## src/rtl/num_classifier_seq.sv

```systemverilog
// Sequential number classifier: one operand in flight, reports primality by
// iterative trial division and divisibility by 2, 3, 5, 7 and 11.
module num_classifier_seq #(
    parameter int unsigned WIDTH = 8
) (
    input  logic             clk,
    input  logic             reset_n,
    input  logic [WIDTH-1:0] in,
    input  logic             in_valid,
    output logic             in_ready,
    output logic             out_valid,
    input  logic             out_ready,
    output logic             out_prime,
    output logic [4:0]       out_mul
);

    localparam int unsigned CW = $clog2(WIDTH + 1);
    localparam int unsigned RW = WIDTH + 1;
    localparam int unsigned W2 = 2 * WIDTH;
    localparam int unsigned NM = 5;

    typedef enum logic [1:0] {IDLE, MUL, TRIAL, DONE} state_t;

    state_t                  state_q, state_d;
    logic [CW-1:0]           cnt_q, cnt_d;
    logic [WIDTH-1:0]        n_q, n_d;
    logic [WIDTH-1:0]        sh_q, sh_d;
    logic [NM-1:0][RW-1:0]   rm_q, rm_d;
    logic [RW-1:0]           rt_q, rt_d;
    logic [WIDTH-1:0]        div_q, div_d;
    logic                    in_ready_q, in_ready_d;
    logic                    out_valid_q, out_valid_d;
    logic                    out_prime_q, out_prime_d;
    logic [4:0]              out_mul_q, out_mul_d;

    logic                    done_c;
    logic                    prime_c;
    logic [RW-1:0]           rt_step_c;
    logic [WIDTH-1:0]        div_nx_c;
    logic [4:0]              flags_c;

    // One MSB-first restoring remainder step: r <= 2r + b, minus d if it fits.
    function automatic logic [RW-1:0] rem_step(input logic [RW-1:0] r,
                                               input logic b,
                                               input logic [WIDTH-1:0] d);
        logic [RW-1:0] t;
        t = {r[WIDTH-1:0], b};
        if (t >= {1'b0, d}) begin
            t = t - {1'b0, d};
        end
        return t;
    endfunction

    // Constant divisors of the parallel divisibility units.
    function automatic logic [WIDTH-1:0] mul_div(input int unsigned i);
        logic [WIDTH-1:0] d;
        case (i)
            0:       d = WIDTH'(2);
            1:       d = WIDTH'(3);
            2:       d = WIDTH'(5);
            3:       d = WIDTH'(7);
            default: d = WIDTH'(11);
        endcase
        return d;
    endfunction

    // Trial-division bound: once d*d exceeds n, no smaller factor remains.
    function automatic logic sq_gt(input logic [WIDTH-1:0] d,
                                   input logic [WIDTH-1:0] n);
        logic [W2-1:0] dd;
        dd = W2'(d) * W2'(d);
        return dd > W2'(n);
    endfunction

    // Divisibility flags from the settled constant-divisor remainders.
    always_comb begin
        flags_c = '0;
        for (int unsigned i = 0; i < NM; i++) begin
            flags_c[i] = (rm_q[i] == '0);
        end
    end

    // Next-state and datapath control.
    always_comb begin
        state_d     = state_q;
        cnt_d       = cnt_q;
        n_d         = n_q;
        sh_d        = sh_q;
        rm_d        = rm_q;
        rt_d        = rt_q;
        div_d       = div_q;
        in_ready_d  = in_ready_q;
        out_valid_d = out_valid_q;
        out_prime_d = out_prime_q;
        out_mul_d   = out_mul_q;
        done_c      = 1'b0;
        prime_c     = 1'b0;
        rt_step_c   = rem_step(rt_q, sh_q[WIDTH-1], div_q);
        div_nx_c    = WIDTH'(div_q + WIDTH'(2));

        case (state_q)
            IDLE: begin
                in_ready_d = 1'b1;
                if (in_valid && in_ready_q) begin
                    n_d        = in;
                    sh_d       = in;
                    cnt_d      = '0;
                    rm_d       = '0;
                    rt_d       = '0;
                    in_ready_d = 1'b0;
                    state_d    = MUL;
                end
            end
            MUL: begin
                if (cnt_q == CW'(WIDTH)) begin
                    // Remainders are final; classify the trivial cases here.
                    if (n_q < WIDTH'(2)) begin
                        done_c = 1'b1;
                    end else if (n_q == WIDTH'(2) || n_q == WIDTH'(3)) begin
                        done_c  = 1'b1;
                        prime_c = 1'b1;
                    end else if (!n_q[0]) begin
                        done_c = 1'b1;
                    end else begin
                        div_d = WIDTH'(3);
                        if (sq_gt(WIDTH'(3), n_q)) begin
                            done_c  = 1'b1;
                            prime_c = 1'b1;
                        end else begin
                            state_d = TRIAL;
                            cnt_d   = '0;
                            sh_d    = n_q;
                            rt_d    = '0;
                        end
                    end
                end else begin
                    for (int unsigned i = 0; i < NM; i++) begin
                        rm_d[i] = rem_step(rm_q[i], sh_q[WIDTH-1], mul_div(i));
                    end
                    sh_d  = sh_q << 1;
                    cnt_d = cnt_q + CW'(1);
                end
            end
            TRIAL: begin
                rt_d  = rt_step_c;
                sh_d  = sh_q << 1;
                cnt_d = cnt_q + CW'(1);
                if (cnt_q == CW'(WIDTH - 1)) begin
                    if (rt_step_c == '0) begin
                        done_c = 1'b1;
                    end else begin
                        div_d = div_nx_c;
                        if (sq_gt(div_nx_c, n_q)) begin
                            done_c  = 1'b1;
                            prime_c = 1'b1;
                        end else begin
                            cnt_d = '0;
                            sh_d  = n_q;
                            rt_d  = '0;
                        end
                    end
                end
            end
            DONE: begin
                if (out_valid_q && out_ready) begin
                    out_valid_d = 1'b0;
                    in_ready_d  = 1'b1;
                    state_d     = IDLE;
                end
            end
            default: begin
                state_d = IDLE;
            end
        endcase

        if (done_c) begin
            state_d     = DONE;
            out_valid_d = 1'b1;
            out_prime_d = prime_c;
            out_mul_d   = flags_c;
        end
    end

    // State and datapath registers.
    always_ff @(posedge clk or negedge reset_n) begin
        if (!reset_n) begin
            state_q     <= IDLE;
            cnt_q       <= '0;
            n_q         <= '0;
            sh_q        <= '0;
            rm_q        <= '0;
            rt_q        <= '0;
            div_q       <= '0;
            in_ready_q  <= 1'b0;
            out_valid_q <= 1'b0;
            out_prime_q <= 1'b0;
            out_mul_q   <= '0;
        end else begin
            state_q     <= state_d;
            cnt_q       <= cnt_d;
            n_q         <= n_d;
            sh_q        <= sh_d;
            rm_q        <= rm_d;
            rt_q        <= rt_d;
            div_q       <= div_d;
            in_ready_q  <= in_ready_d;
            out_valid_q <= out_valid_d;
            out_prime_q <= out_prime_d;
            out_mul_q   <= out_mul_d;
        end
    end

    assign in_ready  = in_ready_q;
    assign out_valid = out_valid_q;
    assign out_prime = out_prime_q;
    assign out_mul   = out_mul_q;

endmodule

```

## config.mk

```make
export PLATFORM = sky130hd
export DESIGN_NAME = num_classifier_seq
export DESIGN_NICKNAME = d
export VERILOG_FILES = /design/src/rtl/num_classifier_seq.sv
export SDC_FILE = /design/constraint.sdc
export NUM_CORES = 1
export LEC_CHECK = 0
export CAP_MARGIN = 20
export CORE_MARGIN = 5
export CORE_UTILIZATION = 45
export DETAILED_ROUTE_END_ITERATION = 8
export PLACE_DENSITY = 0.69
export SETUP_SLACK_MARGIN = 0.15
export SLEW_MARGIN = 40
export SYNTH_ARGS = -nofsm -noshare
export SYNTH_HDL_FRONTEND = slang
export SYNTH_SLANG_ARGS = --single-unit
export TNS_END_PERCENT = 100
```

## constraint.sdc

```tcl
create_clock -name clk -period 5.5 [get_ports clk]
set_clock_uncertainty 0.1 [all_clocks]
set_input_delay 1.65 -clock clk [delete_from_list [all_inputs] [get_ports clk]]
set_output_delay 1.65 -clock clk [all_outputs]
set_load 0.02 [all_outputs]
```

==> results of run 1 <==
## per-layer routing
layer  vias to the layer above  part of all wire, %
li1                       3095                    -
met1                      2843                   49
met2                       109                   46
met3                        27                  2.9
met4                         0                  2.0
met5                         -                    0
## per-stage QoR
stage | setup slack (ns) | instances
floorplan | -0.0318 | 842
global placement | -0.183 | 1117
detailed placement | -0.329 | 1117
CTS | -0.254 | 1135
global route | -0.535 | 1135
finish | -0.279 | 1135
## synthesized netlist by cell type, types with 6 or more instances
| library cell | instances |
|---|---|
| nor3b_1 | 9 |
| a21o_1 | 8 |
| o22ai_1 | 9 |
| xnor2_1 | 37 |
| nor4_1 | 11 |
| fa_1 | 26 |
| o211ai_1 | 8 |
| ha_1 | 57 |
| o21ai_0 | 67 |
| a21oi_1 | 34 |
| nand2b_1 | 17 |
| xor2_1 | 13 |
| nand3_1 | 9 |
| inv_1 | 86 |
| a221oi_1 | 9 |
| a22o_1 | 6 |
| or3_1 | 11 |
| nor2_1 | 57 |
| nand2_1 | 108 |
| mux2i_1 | 19 |
| o31ai_1 | 10 |
| mux2_2 | 9 |
| nor3_1 | 14 |
| o21ai_1 | 7 |
| a211oi_1 | 7 |
| dfrtp_1 | 91 |
| clkbuf_1 | 18 |
## tightest hold or removal path: cells and delay by family, from the launching register on
family | cells | cell delay, ns
and+or+nand+nor | 1 | 0.04
DFF | 1 | 0.34
AOI/OAI and AO/OA | 1 | 0.06
## cells by family after synthesis
logic type | after synthesis | share of synthesized area [%]
adders and majority gates | 83 | 16.7
buffers and inverters | 112 | 5.83
and+or+nand+nor | 262 | 16.8
xor gates and xnor gates | 50 | 5.93
muxes | 33 | 4.71
AOI/OAI and AO/OA | 211 | 19.2
DFF | 91 | 30.8
## worst max path at each step
stage	slack, ns	cells past startpoint	end
2_1_floorplan	-0.03	22	cnt_q[3]$_DFFE_PN0P_
3_3_place_gp	-0.18	26	cnt_q[3]$_DFFE_PN0P_
3_5_place_dp	-0.33	26	out_mul[2]$_DFFE_PN0P_
4_1_cts	-0.25	24	out_mul[4]$_DFFE_PN0P_
5_1_grt	-0.53	23	out_mul[2]$_DFFE_PN0P_
6_report	-0.28	21	out_mul[4]$_DFFE_PN0P_
## layout by cell type, fill, tap and decap left out, drive strengths merged, types with 5 or more instances in the layout
master,Yosys,layout
nand2,108,108
dfrtp,91,91
inv,86,88
o21ai,76,76
buf,7,68
nor2,57,57
ha,57,57
a21oi,37,37
xnor2,37,37
fa,26,26
mux2i,19,19
clkdlybuf4s50,0,18
nand2b,17,17
nor3,14,14
mux2,14,14
xor2,13,13
or3,12,12
nor4,11,11
clkbuf,18,10
nand3,10,10
a221oi,10,10
o31ai,10,10
nor3b,9,9
o22ai,9,9
a211oi,9,9
a21o,8,8
o211ai,8,8
a22o,6,6
o21a,5,5
a31oi,5,5
nor2b,5,5
and3,5,5
## power by group
group	switching [mW]	leakage [nW]	internal (mW)	total, mW
clock network	0.277	0.165	0.416	0.694
registers	0.240	1.18	0.891	1.13
logic	1.20	2.72	0.869	2.07
total	1.72	4.07	2.18	3.89
## flip-flops by register name, summed over array words and instances (netlist names)
signal,cells
out_valid,1
out_mul,5
sh_q,8
cnt_q,4
rm_q,45
in_ready,1
rt_q,8
div_q,8
n_q,8
state_q,2
out_prime,1
## cell type report
class	count	area, um2	area share (%)
sequential	91	2280	25.5
clock buffer	10	239	2.68
clock inverter	6	93.8	1.05
timing repair buffer	86	714	8.01
tap	216	270	3.03
inverter	87	333	3.73
multi-input combinational	639	4990	56.0
## repair_timing
action,4_1_cts,5_1_grt
gates resized for setup,20,13
endpoints found under the setup margin,27,27
pin swaps,5,2
setup buffers,2,0
==> reports/metrics.csv, run 1 <==
metric;value;unit
clk_pin_slew;0.07;ns
setup_ws;-0.279;ns
leakagePower;4.07;nW
drt_wl_total;16.8;mm
rrSetupSlack;-0.28;ns
critPathSlowestCell;fa_1;
cts_buffers;9;
synth_edf_count;0;
area_delta_synth_final;20.8;%
holdPathStages;2;
hp-class;reg -> reg;
syn_inst;842;
power.density;436;nW/um2
gr-usage-all-layers;17.9;%
fp-row-count;46;
drc;0;
finalHoldViolations;0;
drive_gt1_share;17.6;%
dieArea;19100;um2
hold_end;rm_q[44]$_DFFE_PN0P_;
crit_type;reg -> reg;
use_met1;25.5;%
crit_top_cell;fa_1;
post_drt_via_cell_ratio;5.35;
cts-root-buf;clkbuf_16;
gp_congestion;0.871;
antenna_cells;0;
crit_path_start;div_q[1]$_DFFE_PN0P_;
stdcell_area;8920;um2
ant_nets;0;
h-tree-depth;3;
die_w;138;um
grt_pass1_vias;5877;
cp.arrival;5.91;ns
post_drt_wl_per_cell;14.8;um
min_from;rm_q[44]$_DFFE_PN0P_;
finalPower;3.89;mW
die_y;138;um
ios;20;
ys_types;74;
outcome;finished, violations left;
tightest_slew;0.761;ns
core_area;16000;um2
path_cells;ha_4, and4_1, nand2_2, xnor2_4, nor2_4, fa_1, fa_1, inv_1, fa_1, fa_1, inv_2, ha_4, a21o_1, or3_4, o21ai_2, and3b_1, o2111a_1, and3_4, a21oi_2, o21ai_4, mux2_1;
r2r-end;out_mul[4]$_DFFE_PN0P_;
slew_viol_final;0;
start_util;46.2;%
netlist_area;7390;um2
antenna_found_initial;0;
syn-num-nets;937;
final_util;55.8;%
postCtsHoldBufs;0;
cap_violations;0;
dpl_cell_area;8430;um2
cp_top_family;adder cells;
syn-mean-instance-area;8.77;um2
failed_checks;negative setup slack;
fin_setup_tns;-5.46;ns
path_buf_inv;2;
grt_use_met2;28.8;%
cts_tree;done;
drtIter0Drc;390;
period_share;105;%
ir_worst_vdd;279;uV
fin_crit;5.78;ns
top_usage_layer;met2;
dpl.hpwl;12.3;mm
clk_latency;0.35;ns
cts.sinks;91;
relSlewSlack;49.2;%
ys_warn_count;0;
fmax;0.173;GHz
clock_path_buffers;2;
synth_ff_type;dfrtp_1;
r2r_start;div_q[1]$_DFFE_PN0P_;
worstSetupEndpointType;flop;
grt_max_degree;62;
ys_top_cells_by_area;dfrtp_1 (31%), ha_1 (9.7%), fa_1 (7.0%);
synth_top_area_share;30.8;%
reg2reg_depth;21;
dr.pass1.iters;7;
crit_path_start_kind;flop;
whs;0.383;ns
path_max_fanout;6;
ys_seq_area_share;30.8;%
grt-ovfl-total;0;
rsz0062_at_grt;true;
setup_viol_count_final;27;
synth_top_area_cell;dfrtp_1;
grt_pass1_wl;29.0;mm
ys_ff_latch;91;
synthArstFlopShare;100;%
gr-usage-met3;2.10;%
nFillCells;1459;
crit_required;5.63;ns
port_buffers;19;
nNetsFinal;1009;
num_vias;6074;
max_stage_delay;0.55;ns
(Power assumes the default switching activity.)
==> run 2: changes to the inputs <==
--- a/config.mk
+++ b/config.mk
@@ -7,9 +7,9 @@
 export LEC_CHECK = 0
 export CAP_MARGIN = 20
 export CORE_MARGIN = 5
-export CORE_UTILIZATION = 45
+export CORE_UTILIZATION = 57
 export DETAILED_ROUTE_END_ITERATION = 8
-export PLACE_DENSITY = 0.69
+export PLACE_DENSITY = 0.82
 export SETUP_SLACK_MARGIN = 0.15
 export SLEW_MARGIN = 40
 export SYNTH_ARGS = -nofsm -noshare
==> reports/metrics.csv, run 2 (same netlist as run 1, synthesis figures left out) <==
metric;value;unit;change
outcome;finished, violations left;;unchanged
failed_checks;negative setup slack;;unchanged
gp_congestion;0.926;;was 0.871
cts_buffers;9;;unchanged
antenna_cells;0;;unchanged
stdcell_area;8950;um2;was 8920 um2
dpl.hpwl;12.5;mm;was 12.3 mm
path_max_fanout;6;;unchanged
area_delta_synth_final;21.2;%;was 20.8%
largest_reg_flops;45;;unchanged
tightest_slew;0.743;ns;was 0.761 ns
leakagePower;4.14;nW;was 4.07 nW
ios;20;;unchanged
h-tree-depth;3;;unchanged
nNetsFinal;1019;;was 1009
crit_type;reg -> reg;;unchanged
clk_pin_slew;0.08;ns;was 0.07 ns
rsz0062_at_grt;true;;unchanged
crit_required;5.63;ns;about the same
regMostFlops;rm_q;;unchanged
fp-row-count;41;;was 46
core_area;12700;um2;was 16000 um2
drc;0;;unchanged
grt_max_degree;69;;was 62
cts.sinks;91;;unchanged
start_util;58.3;%;was 46.2%
setup_ws;-0.425;ns;was -0.279 ns
drt_wl_total;17.9;mm;was 16.8 mm
power.density;431;nW/um2;was 436 nW/um2
worstSetupEndpointType;flop;;unchanged
final_common_cell;nand2_1;;unchanged
slew_viol_final;0;;unchanged
post_drt_wl_per_cell;16.2;um;was 14.8 um
crit_path_start_kind;flop;;unchanged
finalPower;3.86;mW;was 3.89 mW
relSlewSlack;50.4;%;was 49.2%
drtIter0Drc;374;;was 390
period_share;108;%;was 105%
clk_latency;0.35;ns;about the same
ant_nets;0;;unchanged
grt-ovfl-total;0;;unchanged
port_buffers;19;;unchanged
dr.pass1.iters;5;;was 7
mostFrequentLayoutCells;nand2_1 (103), dfrtp_1 (87), inv_1 (79), buf_4 (73), o21ai_0 (61);;was nand2_1 (105), dfrtp_1 (89), inv_1 (81), buf_4 (64), o21ai_0 (61)
setup_viol_count_final;27;;unchanged
finalHoldViolations;0;;unchanged
grt_pass1_wl;29.8;mm;was 29.0 mm
cap_violations;0;;unchanged
die_y;124;um;was 138 um
post_drt_via_cell_ratio;5.75;;was 5.35
dpl_cell_area;8370;um2;was 8430 um2
fmax;0.169;GHz;was 0.173 GHz
cp.arrival;6.05;ns;was 5.91 ns
ir_worst_vdd;477;uV;was 279 uV
grt_pass1_vias;6401;;was 5877
cts_tree;done;;unchanged
final_util;70.7;%;was 55.8%
cts-root-buf;clkbuf_16;;unchanged
die_w;124;um;was 138 um
fin_crit;5.92;ns;was 5.78 ns
hp-class;reg -> reg;;unchanged
drive_gt1_share;19.8;%;was 17.6%
postCtsHoldBufs;0;;unchanged
gr-usage-all-layers;24.0;%;was 17.9%
antenna_found_initial;0;;unchanged
clock_path_buffers;2;;unchanged
dieArea;15300;um2;was 19100 um2
num_vias;6336;;was 6074
dp_slack;-0.335;ns;was -0.329 ns
run 2: cell types whose count changed in the layout (fill, tap and decap cells not counted), moves of 2 or more:
cell       change
mux2_4         +3
mux2_1         -3
inv_1          -2
inv_2          +2
clkinv_4       +2
dfrtp_1        -2
bufinv_16      -2
nand2_1        -2
buf_4          +9
dfrtp_2        +2
a21oi_1        -2
run 2: critical path, stage by stage, from the launching register on:
cell and delay, ns:
dfrtp_2 0.44, buf_6 0.14, clkinvlp_4 0.12, ha_4 0.28, fa_1 0.39, fa_1 0.50
inv_1 0.05, ha_1 0.27, inv_1 0.06, fa_1 0.55, inv_1 0.07, ha_4 0.26
nand2b_4 0.07, nand2b_1 0.07, a21oi_2 0.17, xnor2_2 0.08, ha_1 0.35, a21oi_2 0.15
o21ai_1 0.08, o22a_1 0.21, a221oi_2 0.20, o2111a_1 0.25, and3_4 0.24, a21oi_4 0.07
o21ai_4 0.30, mux2_4 0.34
run 2: area by class of cell:
cell class,count,area (um2)
flip-flops and latches,91,2280
repair buffers,96,793
fillers,915,3720
multi-input cells,639,5030
clock inverters,7,70.1
well taps,172,215
clock buffers,9,225
inverters,87,333
run 2: what timing repair did:
item / in CTS / in global routing
endpoints found under the setup margin: 27 / 27
buffers inserted: 9 / 4
resized for setup: 20 / 26
pin swaps: 12 / 18
endpoints found under the hold margin: 0 / 0
run 2: worst paths after layout:
check | startpoint | cells past startpoint | to | slack, ns
setup / recovery | div_q[1]$_DFFE_PN0P_ | 25 | out_mul[3]$_DFFE_PN0P_ | -0.42
min in group asynchronous | reset_n | 1 | rm_q[23]$_DFFE_PN0P_ | 1.19
max in group asynchronous | reset_n | 2 | n_q[1]$_DFFE_PN0P_ | 3.35
setup reg to reg | div_q[1]$_DFFE_PN0P_ | 25 | out_mul[3]$_DFFE_PN0P_ | -0.42
hold / removal | rm_q[35]$_DFFE_PN0P_ | 2 | rm_q[35]$_DFFE_PN0P_ | 0.39
hold reg to reg | rm_q[35]$_DFFE_PN0P_ | 2 | rm_q[35]$_DFFE_PN0P_ | 0.39
run 2: report_power, final:
| part | internal, mW | switching (mW) |
|---|---|---|
| logic | 0.873 | 1.22 |
| clock network | 0.319 | 0.297 |
| registers | 0.890 | 0.261 |
| total | 2.08 | 1.78 |
run 2: per-layer routing:
metal | global-route usage, % | vias up | wire length (um)
met5 | 0 | - | 0
met4 | 6.78 | 0 | 276
met3 | 3.09 | 30 | 783
met2 | 40.4 | 154 | 8900
met1 | 32.8 | 3041 | 7910
li1 | - | 3111 | -
run 2: per-stage QoR:
step           setup TNS (ns)  cells  hold slack [ns]
6_report                -8.91   1101            0.390
5_1_grt                -14.59   1101            0.415
4_1_cts                 -6.90   1097            0.394
3_5_place_dp            -6.13   1072            0.377
3_3_place_gp            -3.69   1072            0.371
2_1_floorplan          -0.144    842            0.341
==> run 3: changes to the inputs <==
--- a/config.mk
+++ b/config.mk
@@ -7,9 +7,9 @@
 export LEC_CHECK = 0
 export CAP_MARGIN = 20
 export CORE_MARGIN = 5
-export CORE_UTILIZATION = 57
+export CORE_UTILIZATION = 60
 export DETAILED_ROUTE_END_ITERATION = 8
-export PLACE_DENSITY = 0.82
+export PLACE_DENSITY = 0.83
 export SETUP_SLACK_MARGIN = 0.15
 export SLEW_MARGIN = 40
 export SYNTH_ARGS = -nofsm -noshare
==> constraint.sdc (replaced) <==
create_clock -name clk -period 6.68 [get_ports clk]
set_clock_uncertainty 0.1 [all_clocks]
set_input_delay 2.004 -clock clk [delete_from_list [all_inputs] [get_ports clk]]
set_output_delay 2.004 -clock clk [all_outputs]
set_load 0.02 [all_outputs]
==> reports/metrics.csv, run 3 (same netlist as run 1, synthesis figures left out) <==
metric;value;unit;change
drive_gt1_share;7.42;%;was 19.8%
dp_slack;0.104;ns;was -0.335 ns
placed_cells;1013;;was 1072
grt_pass1_wl;27.1;mm;was 29.8 mm
reg2reg_depth;24;;was 25
fp-row-count;40;;was 41
nNetsFinal;954;;was 1019
drt_wl_total;15.8;mm;was 17.9 mm
holdPathStages;2;;unchanged
grt_pass1_vias;5779;;was 6401
grt-ovfl-total;0;;unchanged
cts.sinks;91;;unchanged
post_drt_via_cell_ratio;5.91;;was 5.75
mostFrequentLayoutCells;nand2_1 (108), dfrtp_1 (89), inv_1 (86), o21ai_0 (64), ha_1 (56);;was nand2_1 (103), dfrtp_1 (87), inv_1 (79), buf_4 (73), o21ai_0 (61)
finalHoldViolations;0;;unchanged
crit_type;reg -> reg;;unchanged
ir_worst_vdd;314;uV;was 477 uV
num_vias;6091;;was 6336
regMostFlops;rm_q;;unchanged
fmax;0.159;GHz;was 0.169 GHz
core_area;12100;um2;was 12700 um2
hp-class;reg -> reg;;unchanged
combinationalPowerShare;53.1;%;was 54.3%
port_buffers;19;;unchanged
crit_path_start_kind;flop;;unchanged
path_max_fanout;8;;was 6
pwr-share-seq;30.3;%;was 29.8%
cp.arrival;6.41;ns;was 6.05 ns
antenna_cells;0;;unchanged
rsz0062_at_grt;false;;was true
nFillCells;965;;was 915
dieArea;14600;um2;was 15300 um2
setup_ws;0.395;ns;was -0.425 ns
grt_max_degree;61;;was 69
postCtsHoldBufs;0;;unchanged
pwr-share-clk;16.6;%;was 15.9%
r2r-end;out_mul[2]$_DFFE_PN0P_;;was out_mul[3]$_DFFE_PN0P_
cap_violations;0;;unchanged
cts_tree;done;;unchanged
setup_viol_count_final;0;;was 27
leakagePower;3.75;nW;was 4.14 nW
start_util;61.2;%;was 58.3%
power.density;385;nW/um2;was 431 nW/um2
gp_congestion;0.906;;was 0.926
die_w;121;um;was 124 um
relSlewSlack;47.5;%;was 50.4%
cts_buffers;9;;unchanged
rrSetupSlack;0.40;ns;was -0.42 ns
gr-usage-all-layers;22.5;%;was 24.0%
outcome;complete, no violations;;was finished, violations left
switching_power;1.40;mW;was 1.78 mW
drc;0;;unchanged
tightest_slew;0.787;ns;was 0.743 ns
die_y;121;um;was 124 um
drtIter0Drc;399;;was 374
dpl_cell_area;7760;um2;was 8370 um2
slew_viol_final;0;;unchanged
dr.pass1.iters;5;;unchanged
post_drt_wl_per_cell;15.3;um;was 16.2 um
largest_reg_flops;45;;unchanged
cts-root-buf;clkbuf_16;;unchanged
min_from;rm_q[17]$_DFFE_PN0P_;;was rm_q[35]$_DFFE_PN0P_
fin_cells;1031;;was 1101
stdcell_area;8130;um2;was 8950 um2
clk_pin_slew;0.06;ns;was 0.08 ns
clk_latency;0.35;ns;about the same
antenna_found_initial;0;;unchanged
area_delta_synth_final;10.1;%;was 21.2%
ios;20;;unchanged
h-tree-depth;3;;unchanged
hold_end;rm_q[17]$_DFFE_PN0P_;;was rm_q[35]$_DFFE_PN0P_
dpl.hpwl;11.5;mm;was 12.5 mm
sw_frac_of_total;44.6;%;was 46.1%
crit_required;6.81;ns;was 5.63 ns
power.internal;1.74;mW;was 2.08 mW
clock_path_buffers;2;;unchanged
finalPower;3.13;mW;was 3.86 mW
period_share;94.1;%;was 108%
fin_crit;6.28;ns;was 5.92 ns
worstSetupEndpointType;flop;;unchanged
final_common_cell;nand2_1;;unchanged
r2r_start;div_q[2]$_DFFE_PN0P_;;was div_q[1]$_DFFE_PN0P_
ant_nets;0;;unchanged
fin_setup_tns;0;ns;was -8.91 ns
[run 3: how the worst max path moves through the flow]
stage          depth (start not counted)  slack (ns)                 start                endpoint
5_1_grt                               24         0.1  div_q[2]$_DFFE_PN0P_  out_mul[1]$_DFFE_PN0P_
2_1_floorplan                         25        0.67  div_q[2]$_DFFE_PN0P_    cnt_q[3]$_DFFE_PN0P_
6_report                              24        0.40  div_q[2]$_DFFE_PN0P_  out_mul[2]$_DFFE_PN0P_
3_5_place_dp                          24        0.10  div_q[1]$_DFFE_PN0P_  out_mul[4]$_DFFE_PN0P_
3_3_place_gp                          24        0.33  div_q[1]$_DFFE_PN0P_  out_mul[0]$_DFFE_PN0P_
4_1_cts                               24        0.21  div_q[1]$_DFFE_PN0P_  out_mul[2]$_DFFE_PN0P_
[run 3: repair_timing]
item                       4_1_cts  5_1_grt
pin swaps                        0        2
setup endpoints to repair        5       25
setup buffers                    0        2
gates resized for setup          1       13
hold endpoints to repair         0        0
[run 3: through the flow]
step	util (%)	hold slack (ns)
5_1_grt	67.4	0.413
6_report	67.4	0.384
3_5_place_dp	64.4	0.374
2_1_floorplan	-	0.341
3_3_place_gp	64.3	0.363
4_1_cts	66.9	0.388
[run 3: power by group through the flow]
stage	Sequential (mW)	Clock [mW]	Combinational, mW
floorplan	0.889	0	1.33
global placement	0.945	0	1.58
detailed placement	0.947	0	1.63
CTS	0.943	0.531	1.65
global route	0.977	0.552	1.87
finish	0.949	0.521	1.66
[run 3: layout make-up]
cell class	count	area [um2]	share of cell area, %
multi-input cells	639	4740	58.3
flip-flops and latches	91	2280	28.0
inverters	87	327	4.02
repair buffers	31	279	3.43
clock buffers	10	239	2.94
well taps	168	210	2.58
clock inverters	5	60.1	0.738
[run 3: worst max-delay path, cell delays in order (launching register included)]
cell	delay [ns]
dfrtp_2	0.42
ha_2	0.23
and4_1	0.22
nand2_1	0.15
xnor2_4	0.30
nor2_2	0.11
fa_1	0.51
xnor2_1	0.22
xnor2_1	0.12
fa_1	0.55
inv_1	0.05
fa_1	0.53
inv_1	0.04
ha_1	0.33
xnor2_1	0.15
ha_1	0.30
a21oi_1	0.15
o21ai_0	0.10
o22a_1	0.20
a221oi_1	0.21
o2111a_1	0.22
and3_4	0.22
a21oi_2	0.08
o21ai_4	0.30
mux2_1	0.36
[run 3: per-layer routing]
layer	track usage, %	vias to the layer above	share of wire, %
met5	0	-	0
li1	-	2980	-
met1	32.2	2953	47
met2	35.6	137	47
met3	2.61	21	4.4
met4	7.29	0	1.7
